File: config.mk
export PLATFORM = sky130hd
export DESIGN_NAME = fd_stage
export DESIGN_NICKNAME = d
export VERILOG_FILES = /design/src/rtl/mips_defs_pkg.sv /design/src/rtl/fd_stage_br_decode.sv /design/src/rtl/fd_stage.sv
export SDC_FILE = /design/constraint.sdc
export NUM_CORES = 1
export LEC_CHECK = 0
export CAP_MARGIN = 20
export CORE_AREA = 2 2 132 134
export CTS_CLUSTER_DIAMETER = 50
export DETAILED_ROUTE_END_ITERATION = 8
export DIE_AREA = 0 0 134 136
export GPL_ROUTABILITY_DRIVEN = 0
export HOLD_SLACK_MARGIN = 0.12
export PLACE_DENSITY = 0.79
export SYNTH_ARGS = -nofsm -noshare
export SYNTH_HDL_FRONTEND = slang
export SYNTH_SLANG_ARGS = --single-unit
export TNS_END_PERCENT = 50
File: constraint.sdc
create_clock -name clk -period 3.6 [get_ports clk]
set_clock_uncertainty 0.2 [all_clocks]
set_input_delay 0.72 -clock clk [delete_from_list [all_inputs] [get_ports clk]]
set_output_delay 0.72 -clock clk [all_outputs]
set_load 0.03 [all_outputs]
File: src/rtl/mips_defs_pkg.sv
// Shared MIPS decode constants: opcodes, functs, REGIMM rt codes, next-PC and
// branch-type encodings, rs sign classes and the legal instruction-memory window.
package mips_defs;

  localparam logic [5:0] OP_SPECIAL = 6'b000000;
  localparam logic [5:0] OP_REGIMM  = 6'b000001;
  localparam logic [5:0] OP_J       = 6'b000010;
  localparam logic [5:0] OP_JAL     = 6'b000011;
  localparam logic [5:0] OP_BEQ     = 6'b000100;
  localparam logic [5:0] OP_BNE     = 6'b000101;
  localparam logic [5:0] OP_BLEZ    = 6'b000110;
  localparam logic [5:0] OP_BGTZ    = 6'b000111;
  localparam logic [5:0] OP_BLEZALS = 6'b111100;

  localparam logic [5:0] FN_JR   = 6'b001000;
  localparam logic [5:0] FN_JALR = 6'b001001;

  localparam logic [4:0] RT_BLTZ = 5'b00000;
  localparam logic [4:0] RT_BGEZ = 5'b00001;

  localparam logic [2:0] PCSEL_PC4 = 3'd0;
  localparam logic [2:0] PCSEL_BR  = 3'd1;
  localparam logic [2:0] PCSEL_J   = 3'd2;
  localparam logic [2:0] PCSEL_JR  = 3'd3;

  localparam logic [2:0] BR_NONE    = 3'd0;
  localparam logic [2:0] BR_BEQ     = 3'd1;
  localparam logic [2:0] BR_BNE     = 3'd2;
  localparam logic [2:0] BR_BLEZ    = 3'd3;
  localparam logic [2:0] BR_BGTZ    = 3'd4;
  localparam logic [2:0] BR_BLTZ    = 3'd5;
  localparam logic [2:0] BR_BGEZ    = 3'd6;
  localparam logic [2:0] BR_BLEZALS = 3'd7;

  localparam logic [1:0] CMPZ_ZERO = 2'b00;
  localparam logic [1:0] CMPZ_NEG  = 2'b01;
  localparam logic [1:0] CMPZ_POS  = 2'b10;

  localparam logic [31:0] IM_BASE_DEF = 32'h0000_3000;
  localparam logic [31:0] IM_TOP_DEF  = 32'h0000_6FFC;

  function automatic logic [1:0] cmpz_of(input logic signed [31:0] v);
    if (v == 32'sd0)     return CMPZ_ZERO;
    else if (v < 32'sd0) return CMPZ_NEG;
    else                 return CMPZ_POS;
  endfunction

endpackage

File: src/rtl/fd_stage_br_decode.sv
// Combinational decode of the D-stage instruction fields into next-PC select,
// branch type, rs sign class, rs/rt equality and the link request.
module br_decode
  import mips_defs::*;
(
  input  logic [5:0]  op,
  input  logic [4:0]  rt_fld,
  input  logic [5:0]  funct,
  input  logic [31:0] rs_fwd,
  input  logic [31:0] rt_fwd,
  output logic [2:0]  pcsel,
  output logic [2:0]  b,
  output logic [1:0]  cmp_zero,
  output logic        equal,
  output logic        link
);

  logic signed [31:0] rs_s;

  assign rs_s     = rs_fwd;
  assign cmp_zero = cmpz_of(rs_s);
  assign equal    = (rs_fwd == rt_fwd);

  always_comb begin
    pcsel = PCSEL_PC4;
    b     = BR_NONE;
    link  = 1'b0;
    unique case (op)
      OP_BEQ:  begin pcsel = PCSEL_BR; b = BR_BEQ;  end
      OP_BNE:  begin pcsel = PCSEL_BR; b = BR_BNE;  end
      OP_BLEZ: begin pcsel = PCSEL_BR; b = BR_BLEZ; end
      OP_BGTZ: begin pcsel = PCSEL_BR; b = BR_BGTZ; end
      OP_REGIMM: begin
        if (rt_fld == RT_BLTZ) begin
          pcsel = PCSEL_BR; b = BR_BLTZ;
        end else if (rt_fld == RT_BGEZ) begin
          pcsel = PCSEL_BR; b = BR_BGEZ;
        end
      end
      OP_J:   pcsel = PCSEL_J;
      OP_JAL: begin pcsel = PCSEL_J; link = 1'b1; end
      OP_SPECIAL: begin
        if (funct == FN_JR) begin
          pcsel = PCSEL_JR;
        end else if (funct == FN_JALR) begin
          pcsel = PCSEL_JR; link = 1'b1;
        end
      end
      // Links only on the taken path, which decode can see from rs already.
      OP_BLEZALS: begin
        pcsel = PCSEL_BR;
        b     = BR_BLEZALS;
        link  = (cmp_zero != CMPZ_POS);
      end
      default: ;
    endcase
  end

endmodule

File: src/rtl/fd_stage.sv
// IF/ID pipeline register with stall/flush priority and fetch-address (AdEL)
// checking; drives decode-stage next-PC controls back to fetch.
module fd_stage
  import mips_defs::*;
#(
  parameter logic [31:0] RESET_PC = 32'h0000_3000,
  parameter logic [31:0] IM_BASE  = IM_BASE_DEF,
  parameter logic [31:0] IM_TOP   = IM_TOP_DEF
) (
  input  logic        clk,
  input  logic        reset,
  input  logic        stall,
  input  logic        flush,
  input  logic [31:0] IR_F,
  input  logic [31:0] pc_F,
  input  logic [31:0] pc4_F,
  input  logic [31:0] rs_fwd,
  input  logic [31:0] rt_fwd,
  output logic [31:0] IR_D,
  output logic [31:0] pc_D,
  output logic [31:0] pc4_D,
  output logic        valid_D,
  output logic        exc_D,
  output logic [2:0]  pcsel,
  output logic [2:0]  b,
  output logic [1:0]  cmp_zero,
  output logic        equal,
  output logic [15:0] imm16,
  output logic [25:0] imm26,
  output logic [31:0] rs,
  output logic        link_D
);

  logic [31:0] ir_q, ir_d;
  logic [31:0] pc_q, pc_d;
  logic [31:0] pc4_q, pc4_d;
  logic        valid_q, valid_d;
  logic        exc_q, exc_d;
  logic        adel_f;

  assign adel_f = (pc_F[1:0] != 2'b00) || (pc_F < IM_BASE) || (pc_F > IM_TOP);

  always_comb begin
    ir_d    = ir_q;
    pc_d    = pc_q;
    pc4_d   = pc4_q;
    valid_d = valid_q;
    exc_d   = exc_q;
    // Stall outranks flush: the held instruction must not be annulled.
    if (!stall) begin
      pc_d  = pc_F;
      pc4_d = pc4_F;
      if (flush) begin
        ir_d    = 32'h0;
        valid_d = 1'b0;
        exc_d   = 1'b0;
      end else begin
        ir_d    = adel_f ? 32'h0 : IR_F;
        valid_d = 1'b1;
        exc_d   = adel_f;
      end
    end
  end

  always_ff @(posedge clk or posedge reset) begin
    if (reset) begin
      ir_q    <= 32'h0;
      pc_q    <= RESET_PC;
      pc4_q   <= RESET_PC + 32'd4;
      valid_q <= 1'b0;
      exc_q   <= 1'b0;
    end else begin
      ir_q    <= ir_d;
      pc_q    <= pc_d;
      pc4_q   <= pc4_d;
      valid_q <= valid_d;
      exc_q   <= exc_d;
    end
  end

  logic [2:0] dec_pcsel, dec_b;
  logic       dec_link;
  logic       slot_live;

  br_decode u_br_decode (
    .op       (ir_q[31:26]),
    .rt_fld   (ir_q[20:16]),
    .funct    (ir_q[5:0]),
    .rs_fwd   (rs_fwd),
    .rt_fwd   (rt_fwd),
    .pcsel    (dec_pcsel),
    .b        (dec_b),
    .cmp_zero (cmp_zero),
    .equal    (equal),
    .link     (dec_link)
  );

  assign slot_live = valid_q && !exc_q;

  assign IR_D    = ir_q;
  assign pc_D    = pc_q;
  assign pc4_D   = pc4_q;
  assign valid_D = valid_q;
  assign exc_D   = exc_q;
  assign pcsel   = slot_live ? dec_pcsel : PCSEL_PC4;
  assign b       = slot_live ? dec_b : BR_NONE;
  assign link_D  = slot_live && dec_link;
  assign imm16   = ir_q[15:0];
  assign imm26   = ir_q[25:0];
  assign rs      = rs_fwd;

endmodule

==> out/metrics.csv <==
metric,value,unit
startpoint,IR_D[17]$_DFFE_PP0N_,
syn_inst,469,
criticalPathCategory,flip-flop to output pin,
drc,0,
endpoint_kind,output pin,
crit_fanout,4,
gr-total-overflow,0,
worst_slack,0.162,ns
yosysTopAreaCell,dfrtp_1,
worstReg2RegEnd,IR_D[27]$_DFFE_PP0N_,
peakVddDrop,0.298,mV
grt_pass1_vias,4594,
finalSetupTns,0,ns
clock-sinks,98,
drtPass1Iterations,4,
synthArstFlopShare,1.00,
drtIter0Drc,136,
htreeDepth,3,
numCtsBuffers,9,
status,"complete, no violations",
yosysWarnings,0,
synthTopCellsByArea,"dfrtp_1, mux2_2, buf_4, xor2_1, nand2b_1",
crit_path_start_kind,flip-flop,
synth_common_cells,"dfrtp_1, buf_4, mux2_2",
clock_path_buffers,2,
avgSynthCellArea,11.0,µm²
final_min_period_over_clock_period,0.955,
final_util,0.519,
grt_max_degree,56,
fin_crit,3.44,ns
critPathRequiredTime,2.68,ns
clk_pin_slew,0.07,ns
worst-r2r-cell-count,2,
synth-edff-count,0,
synth.net_count,633,
routed_wl,17300,µm
grt_pass1_wl,25400,µm
grtUsageTotal,0.183,
synth_area,5170,µm²
synth-seq-cells,98,
place_ws,0.119,ns
cts_root_buf,clkbuf_16,
power_density,345,nW/µm²
routed_via_density,4.57,
num-fill-cells,1497,
worstSkewPairLatency,0.34,ns
nNetsFinal,916,
drv_cap,0,
p_leak,0.00352,µW
start_util,0.306,
synth_cell_types,41,
slew_headroom,0.582,
finalSetupViolations,0,
ant_nets,0,
min_from,pc_D[29]$_DFFE_PP0N_,
diodes,0,
synth-main-ff-cell,dfrtp_1,
fmax,291,MHz
hold_viol,0,
die_area,18200,µm²
cp.arrival,2.52,ns
tritoncts,done,
synth_top_area_share,0.450,
synth-seq-area-share,0.475,
rr_startpoint,IR_D[27]$_DFFE_PP0N_,
ff2ff_setup_slack,2.57,ns
place_hpwl,14100,µm
endpoint,b[0],
area_delta_synth_final,69.3,%
die_height,136,µm
wl_per_cell,17.6,µm
worst_slew_pin_slew,0.627,ns
io-pin-count,346,
slew_violations,0,
coreArea,16900,µm²
die_w,134,µm
antenna_found_initial,0,
via_count,4492,
min_path_type,flip-flop to flip-flop,
synth.most_common_cell,dfrtp_1,
drive_above_1_share,0.166,
io_buffers,344,
rows,48,
rsz0062_at_grt,no,
power breakdown:
group	leakage, µW	switching [µW]	internal (µW)
Clock	0.000144	447	550
Combinational	0.00217	390	421
Sequential	0.00121	37.5	1180
Total	0.00352	874	2150
metal layers:
metal / vias to the layer above / track usage / part of all wire
met4: 0 / 0.0697 / 0.032
met1: 2113 / 0.182 / 0.34
li1: 2106 / - / -
met3: 28 / 0.0764 / 0.10
met2: 245 / 0.340 / 0.53
met5: - / 0 / 0
sequential cells by signal (all words and copies together) (netlist names):
register / cells
IR_D: 32
exc_D: 1
pc4_D: 32
pc_D: 32
valid_D: 1
final cells by class:
class	instances	area, µm²	share of cell area
Inverter	4	17.5	0.00200
Tap cell	225	282	0.0322
Clock buffer	10	229	0.0262
Timing Repair Buffer	368	3670	0.420
Multi-Input combinational cell	271	2020	0.231
Clock inverter	6	72.6	0.00829
Sequential cell	98	2460	0.281
critical path, cell delays in order (launching register included):
cell	delay, ns
dfrtp_1	0.41
or4_1	0.62
nor3_2	0.21
a32oi_1	0.09
nor2_1	0.14
clkdlybuf4s50_1	0.71
metrics by stage:
step           instance area, µm²  hold slack, ns  cells  total power, µW
3_3_place_gp                 8450           0.287    966             2050
2_1_floorplan                5170           0.480    469             1620
3_5_place_dp                 8450           0.292    966             2060
5_1_grt                      8750           0.320    982             3150
4_1_cts                      8750           0.308    982             3070
6_report                     8750           0.305    982             3020
worst min path at each step:
stage	slack [ns]	cells after the start	to
after detailed placement	0.29	1	pc_D[28]$_DFFE_PP0N_
after global routing	0.32	1	pc_D[19]$_DFFE_PP0N_
after global placement	0.29	1	pc4_D[31]$_DFFE_PP0N_
after floorplan	0.48	1	pc4_D[12]$_DFFE_PP1N_
after CTS	0.31	1	pc_D[25]$_DFFE_PP0N_
final	0.30	1	pc_D[29]$_DFFE_PP0N_
placed cells by master (no fill, tap or decap), drive strengths merged, types with 8 or more instances in the layout:
| cell type | instances |
|---|---|
| nand2 | 33 |
| buf | 27 |
| nor2 | 9 |
| clkbuf | 10 |
| nor4 | 20 |
| dfrtp | 93 |
| mux2 | 64 |
| clkdlybuf4s50 | 338 |
| inv | 8 |
| nand2b | 36 |
| nand4 | 9 |
| o21ai | 36 |
| xor2 | 32 |
what timing repair did:
| item | 4_1_cts | 5_1_grt |
|---|---|---|
| gates resized for setup | 0 | 3 |
| buffers inserted | 0 | 0 |
| hold buffers | 0 | 0 |
| endpoints found under the setup margin | 0 | 3 |
cells by family after synthesis:
kind of cell	Yosys count	synth area share
multiplexers	64	0.139
AND/OR/NAND/NOR	122	0.132
flip-flops	98	0.475
AO/OA/AOI/OAI	52	0.0651
other	1	0.000725
XOR/XNOR	32	0.0542
buffers and inverters	100	0.134
Power figures use the tool's default switching activity.
==> patch: new RTL, same flow settings <==
The parameter `RESET_PC` goes from 32'h0000_3000 to 32'h00002000.
--- a/src/rtl/fd_stage.sv
+++ b/src/rtl/fd_stage.sv
@@ -4,5 +4,5 @@
   import mips_defs::*;
 #(
-  parameter logic [31:0] RESET_PC = 32'h0000_3000,
+  parameter logic [31:0] RESET_PC = 32'h00002000,
   parameter logic [31:0] IM_BASE  = IM_BASE_DEF,
   parameter logic [31:0] IM_TOP   = IM_TOP_DEF
Formal check against the unedited RTL: not equivalent (Yosys sat finds a counterexample within 4 cycles, from zero or initial values and one cycle with reset high).
==> patch against the original RTL <==
- global-route usage shrank 0.054 points
- non-clock buffer count decreased by 12
- core utilization shrank 0.64 points
- synthesized area about the same
- clock power down 6.0%
- wire length fell by 0.77%
- sequential cell count did not move
- final area down 1.2%
- critical path type is now in2out
- power fell by 2.4%
- largest cell class unchanged
- synthesized cell count is the same
- worst setup slack got worse by 73 ps
- register-to-register slack worse by 100 ps
==> patch: results (changes against the original RTL) <==
stage,metric,value,unit,change
route,Vias per Instance,4.58,,+0.21%
synthesis,register area share after synthesis,0.475,,about the same
min_path,Hold Path Cell Cnt,1,,unchanged
outcome,status,completed,,
worst_setup_path,reg-to-reg endpoint,IR_D[28],,
global_routing,initial antenna violation count,3,,+3
layout,Nets,904,,-1.3%
place,dpl ws,62.7,ps,-56.2 ps
power,LEAKAGE,3.44,nW,-2.5%
min_path,worst hold endpoint,pc_D[2],,
route,DRT iter0 DRCs,162,,+19%
synthesis,synth unique cells,41,,unchanged
place,placed inst area,8350,sq um,-1.1%
place,placed instance count,954,,-1.2%
worst_setup_path,reg2reg start,IR_D[28],,
min_path,worst hold path type,reg2reg,,
place,Post-DP HPWL,14.1,mm,-0.42%
synthesis,largest cells by area after synthesis,"dfrtp_1 (46%), mux2_2 (14%), buf_4 (11%)",,
clock_network,Worst-Skew Late Latency,340,ps,about the same
sta,Worst-Margin Slew,590,ps,-36.8 ps
worst_setup_path,Critical Path Max Stage Delay,490,ps,-220 ps
worst_setup_path,critical path peak fanout,3,,-1
global_routing,largest net degree at the start of global routing,61,,+8.9%
min_path,HP Start,pc_D[2],,
power,VDD IR max,0.000314,V,+5.3%
global_routing,first-pass GRT wire length,25.3,mm,-0.41%
synthesis,Synthesized Nets,633,,unchanged
layout,layout cells sized above 1,0.153,,-0.0134
worst_setup_path,crit path max-delay cell type,clkdlybuf4s50_1,,
worst_setup_path,R2R depth,3,,+1
synthesis,Syn Area/Cell,11.0,sq um,about the same
route,DR pass1 iterations,4,,unchanged
route,DR vias,4460,,-0.71%
global_routing,gr usage total,0.183,,-0.000538
worst_setup_path,"Data arrival, critical path",2590,ps,+70 ps
synthesis,Post-synth top cells,"dfrtp_1 (95), buf_4 (75), mux2_2 (64)",,
synthesis,Yosys Warn Count,0,,unchanged
clock_network,CTS root buf,clkbuf_16,,
worst_setup_path,reg2reg setup slack,2470,ps,-100 ps
power,cell internal pwr,2.08,mW,-3.0%
route,Routed WL per cell,17.7,microns,+0.15%
==> patch: worst max path at each step <==
| stage | from | to | slack, ps | cells after the start |
|---|---|---|---|---|
| floorplan | reset | IR_D[0] | 120 | 1 |
| global placement | rs_fwd[6] | link_D | 120 | 7 |
| detailed placement | rs_fwd[6] | link_D | 60 | 7 |
| CTS | IR_D[29] | b[2] | 40 | 5 |
| global route | IR_D[29] | b[0] | 30 | 5 |
| finish | rs_fwd[6] | link_D | 90 | 7 |
==> patch: repair_timing <==
item	4_1_cts	5_1_grt
endpoints found under the setup margin	0	1
gates resized for setup	0	1
buffers inserted	0	0
hold endpoints to repair	0	0
==> patch: cell families (layout without fill, tap and decap cells) <==
group	after synthesis	count (layout)	synth area share
flip-flops	98	98	0.475
AND/OR/NAND/NOR	122	122	0.132
other	1	4	0.000725
multiplexers	64	64	0.139
XOR/XNOR	32	32	0.0542
buffers and inverters	100	376	0.134
AO/OA/AOI/OAI	52	52	0.0651
==> patch: final cells by class <==
class	count	area, sq um
Clock buffer	10	239
Timing Repair Buffer	356	3580
Sequential cell	98	2460
Tap cell	225	282
Antenna cell	3	7.51
Multi-Input combinational cell	271	2020
Fill cell	1512	8230
Clock inverter	6	47.5
Inverter	4	17.5
==> patch: power groups by stage <==
stage | Sequential (mW) | Clock, mW | Combinational, mW
after floorplan | 1.38 | 0 | 0.231
after global placement | 1.23 | 0 | 0.802
after detailed placement | 1.24 | 0 | 0.805
after CTS | 1.21 | 0.974 | 0.808
after global routing | 1.22 | 1.01 | 0.842
final | 1.21 | 0.937 | 0.798
==> patch: per-stage QoR <==
stage	utilization	hold slack, ps
global placement	0.495	287
detailed placement	0.495	292
CTS	0.512	308
finish	0.512	304
global route	0.512	314
floorplan	-	480
==> patch: worst max-delay path: cells and delay by family <==
kind	cells	cell delay (ps)
buffers and inverters	3	810
AOI/OAI and AO/OA	2	480
and+or+nand+nor	2	580
==> patch: metal layers <==
| layer | GRT usage | vias up | wire length, microns |
|---|---|---|---|
| met5 | 0 | - | 0 |
| met3 | 0.0634 | 26 | 1560 |
| met4 | 0.0881 | 0 | 551 |
| met2 | 0.335 | 232 | 9050 |
| met1 | 0.185 | 2116 | 6030 |
| li1 | - | 2086 | - |
